**src/rtl/pm_loader.sv**
```systemverilog
// Nibble-serial program memory loader: receives length, data and checksum bytes,
// writes each data byte into program memory and holds the CPU until a good load completes.
module pm_loader #(
    parameter logic HOLD_AT_RESET = 1'b1
) (
    input  logic       clk,
    input  logic       reset,
    input  logic       start,
    input  logic       abort,
    input  logic [3:0] nib_in,
    input  logic       nib_valid,
    output logic       nib_ready,
    output logic [7:0] pm_waddr,
    output logic [7:0] pm_wdata,
    output logic       pm_we,
    output logic       cpu_hold,
    output logic       busy,
    output logic       done,
    output logic       err
);

    typedef enum logic [3:0] {
        IDLE, LEN_HI, LEN_LO, DAT_HI, DAT_LO, WRITE, CHK_HI, CHK_LO, DONE, ERROR
    } state_t;

    state_t     state_reg, state_next;
    logic [3:0] hi_reg;
    logic [7:0] len_m1_reg;
    logic [7:0] addr_reg;
    logic [7:0] csum_reg;
    logic [7:0] waddr_reg;
    logic [7:0] wdata_reg;
    logic [7:0] rx_byte;
    logic       accept;

    assign rx_byte  = {hi_reg, nib_in};
    assign pm_waddr = waddr_reg;
    assign pm_wdata = wdata_reg;

    always_ff @(posedge clk or negedge reset) begin
        if (!reset) begin
            state_reg <= IDLE;
        end else begin
            state_reg <= state_next;
        end
    end

    always_comb begin
        state_next = state_reg;
        nib_ready  = 1'b0;
        busy       = 1'b1;
        case (state_reg)
            LEN_HI, LEN_LO, DAT_HI, DAT_LO, CHK_HI, CHK_LO: nib_ready = 1'b1;
            IDLE, DONE, ERROR:                              busy      = 1'b0;
            default: ;
        endcase
        accept = nib_ready && nib_valid;

        if (!busy) begin
            if (start) state_next = LEN_HI;
        end else if (abort) begin
            state_next = ERROR;
        end else begin
            case (state_reg)
                LEN_HI: if (accept) state_next = LEN_LO;
                LEN_LO: if (accept) state_next = DAT_HI;
                DAT_HI: if (accept) state_next = DAT_LO;
                DAT_LO: if (accept) state_next = WRITE;
                // len_m1 holds N-1, so a length byte of 0 runs the full 256 writes
                WRITE:  state_next = (addr_reg == len_m1_reg) ? CHK_HI : DAT_HI;
                CHK_HI: if (accept) state_next = CHK_LO;
                CHK_LO: if (accept) state_next = (rx_byte == csum_reg) ? DONE : ERROR;
                default: state_next = state_reg;
            endcase
        end

        pm_we    = (state_reg == WRITE) && !abort;
        done     = (state_reg == DONE);
        err      = (state_reg == ERROR);
        cpu_hold = (state_reg == IDLE) ? HOLD_AT_RESET : (state_reg != DONE);
    end

    // Datapath; an abort freezes everything so a discarded nibble or write leaves no trace
    always_ff @(posedge clk or negedge reset) begin
        if (!reset) begin
            hi_reg     <= 4'h0;
            len_m1_reg <= 8'h00;
            addr_reg   <= 8'h00;
            csum_reg   <= 8'h00;
            waddr_reg  <= 8'h00;
            wdata_reg  <= 8'h00;
        end else if (!busy) begin
            if (start) begin
                addr_reg <= 8'h00;
                csum_reg <= 8'h00;
            end
        end else if (!abort) begin
            case (state_reg)
                LEN_HI, DAT_HI, CHK_HI: begin
                    if (accept) hi_reg <= nib_in;
                end
                LEN_LO: begin
                    if (accept) begin
                        len_m1_reg <= rx_byte - 8'd1;
                        csum_reg   <= csum_reg + rx_byte;
                    end
                end
                DAT_LO: begin
                    if (accept) begin
                        waddr_reg <= addr_reg;
                        wdata_reg <= rx_byte;
                    end
                end
                WRITE: begin
                    csum_reg <= csum_reg + wdata_reg;
                    addr_reg <= addr_reg + 8'd1;
                end
                default: ;
            endcase
        end
    end

endmodule

```
**config.mk**
```make
export PLATFORM = sky130hd
export DESIGN_NAME = pm_loader
export DESIGN_NICKNAME = d
export VERILOG_FILES = /design/src/rtl/pm_loader.sv
export SDC_FILE = /design/constraint.sdc
export NUM_CORES = 1
export LEC_CHECK = 0
export ABC_AREA = 0
export CORE_MARGIN = 2
export CORE_UTILIZATION = 50
export CTS_CLUSTER_DIAMETER = 120
export DETAILED_ROUTE_END_ITERATION = 8
export PLACE_DENSITY = 0.72
export SLEW_MARGIN = 20
export SYNTH_ARGS = -nofsm -noshare
export SYNTH_HDL_FRONTEND = slang
export SYNTH_SLANG_ARGS = --single-unit
```
**constraint.sdc**
```tcl
create_clock -name clk -period 3.6 [get_ports clk]
set_clock_uncertainty 0.2 [all_clocks]
set_input_delay 0.72 -clock clk [delete_from_list [all_inputs] [get_ports clk]]
set_output_delay 0.72 -clock clk [all_outputs]
set_load 0.03 [all_outputs]
```
==> impl_metrics.csv <==
group,metric,value,unit
final_layout,drive_gt1_share,14.3,%
cts,cts.sink_count,48,
cts,post_cts_buffers,0,
cts,clk_root_buffer_cell,"clkbuf_8",
cts,htree_levels,2,
routing,viasPerCell,5.64,
logic_synthesis,syn_avg_cell_area,10.0,um^2
global_route,grt-ovfl-total,0,
routing,dr.pass1.iters,6,
routing,drcViolationCount,0,
sta,worst_pin_slew,0.648,ns
sta,finalCriticalPeriod,3.31,ns
final_layout,fin_nets,339,
floorplanning,core,0.00561,mm^2
routing,wl_per_cell,15.5,um
cts,ctsHoldBuffers,0,
sta,final.setup.worst_slack,0.293,ns
place,hpwlAfterDp,4.41,mm
logic_synthesis,async_flop_share,100,%
critical_path,cpPeakStageDelay,0.72,ns
pwr,leakage,0.00154,uW
routing,ant_nets,0,
critical_path,ff2ff_setup_slack,0.38,ns
floorplanning,start_util,52.5,%
sta,rsz0062_at_grt,"false",
logic_synthesis,synth_edf_count,0,
critical_path,cp.required,2.68,ns
critical_path,critPathLaunch,"state_reg[2]",
critical_path,worst-path-buf-inv,1,
logic_synthesis,synth_nets,313,
critical_path,worstSetupPathType,"reg2out",
critical_path,cp-end-kind,"output port",
place,port_buffers,30,
place,dp_cells,385,
critical_path,cp_data_arrival_time,2.39,ns
final_layout,fillers,483,
global_route,grt_max_degree,49,
place,place.gp.congestion,0.860,
critical_path,crit_chain,"and4bb_1, nor2b_1, clkdlybuf4s50_1",
routing,drt_iter0_drc,112,
global_route,grt_first_pass_wirelength,10.6,mm
min_path,holdCritPathClass,"in2async",
cts,clk_latency,0.30,ns
pwr,total_power,2500,uW
logic_synthesis,synth.yosys.warnings,0,
final_layout,num_antenna_cells,0,
outcome,outcome,"complete, no violations",
sta,tns,0,ns
critical_path,crit_family,"simple AND/OR/NAND/NOR gates",
sta,hold_viol,0,
critical_path,worstPathMaxFanout,12,
logic_synthesis,ys_seq_area_share,40.8,%
cts,path_clk_slew,0.09,ns
logic_synthesis,synthCells,294,
logic_synthesis,synth_ff_type,"dfrtp_1",
final_layout,area_delta_synth_final,15.7,%
pwr,ir_worst_vdd,0.363,mV
floorplanning,rows,27,
routing,wirelength,6.07,mm
logic_synthesis,syn_area,0.00295,mm^2
cts,numCtsBuffers,5,
floorplanning,pin_count,31,
floorplanning,dieWidth,80.8,um
sta,max_freq,302,MHz
floorplanning,die_h,80.8,um
place,dp_slack,0.224,ns
global_route,grt_usage,21.0,%
cts,clockBufferDepth,2,
flow_run,drv_cap,0,
cts,cts_tree,"yes",
critical_path,rr_worst_depth,8,
logic_synthesis,ys_ff_latch,48,
floorplanning,design.die.area,0.00652,mm^2
logic_synthesis,yosysTopAreaCellShare,40.8,%
logic_synthesis,yosysTopAreaCell,"dfrtp_1",
pwr,p_per_area,735,mW/mm^2
critical_path,startpoint_type,"flop",
routing,routed-via-count,2217,
global_route,antenna_found_initial,0,
sta,maxSlewHeadroom,56.8,%
critical_path,crit_slowest_cell,"clkdlybuf4s50_1",
sta,slew_violations,0,
final_layout,layoutNonFillerInstCount,393,
sta,min_period_over_period,91.9,%
logic_synthesis,synth_area_leaders,"dfrtp_1 41%, mux2_2 6.5%, xnor2_1 5.1%",
final_layout,utilization,60.8,%
sta,finalSetupViolations,0,
global_route,grt_pass1_vias,2141,
critical_path,r2r-end,"csum_reg[7]",
logic_synthesis,synth.distinct_cells,55,
critical_path,rr_startpoint,"state_reg[2]",
cts,cts_resized,0,
## area by class of cell
type                    count  area, um^2  area share (%)
well taps                  72        90.1            2.64
clock inverters             2        38.8            1.14
inverters                  12        45.0            1.32
repair buffers             37         350            10.3
multi-input cells         216        1600            47.0
clock buffers               6        82.6            2.42
flip-flops and latches     48        1200            35.2
## report_power, final
part           internal [uW]  switching, uW  total (uW)
Combinational            542            702        1240
Sequential               682            165         846
Clock                    227            186         413
## cell usage in the layout (no fill, tap or decap), types with 8 or more instances in the layout
master           count
nand3_1             13
o21ai_0             20
inv_1               11
nand2_1             24
xor2_1              14
xnor2_1             17
dfrtp_1             48
mux2_2              17
clkdlybuf4s50_1     29
ha_1                 9
buf_4                8
nor2_1              22
## cells in the mapped netlist (9+ instances only)
| cell type | n |
|---|---|
| mux2_2 | 17 |
| o21ai_0 | 20 |
| xor2_1 | 14 |
| ha_1 | 9 |
| clkbuf_1 | 9 |
| dfrtp_1 | 48 |
| nor2_1 | 22 |
| nand3_1 | 13 |
| inv_1 | 11 |
| nand2_1 | 24 |
| xnor2_1 | 17 |
## through the flow
stage	cell area [um^2]	hold slack (ns)
3_5_place_dp	3280	0.287
3_3_place_gp	3280	0.279
2_1_floorplan	2950	0.224
5_1_grt	3410	0.260
4_1_cts	3410	0.307
6_report	3410	0.203
## worst max-delay path by stage
| stage | end | depth (start not counted) |
|---|---|---|
| after CTS | pm_we | 3 |
| after global routing | pm_we | 3 |
| final | pm_we | 3 |
| after global placement | csum_reg[7] | 10 |
| after detailed placement | csum_reg[7] | 10 |
| after floorplan | csum_reg[7] | 10 |
## per-layer routing
layer  track usage (%)  vias to the layer above  wire length, um
li1                  -                     1094                -
met1              29.5                     1072             2860
met2              33.1                       42             2900
met4              6.27                        0               93
met5                 0                        -                0
met3              4.22                        9              219
## cell families after synthesis
kind of cell,count (synthesis),share of synthesized area [%]
mux,24,9.13
buf+inv,30,4.89
xor+xnor,31,9.22
fa+ha+maj,10,4.50
simple gates,93,17.7
compound gates,58,13.8
flops,48,40.8
Note: power is estimated with default switching activity, not from simulation.
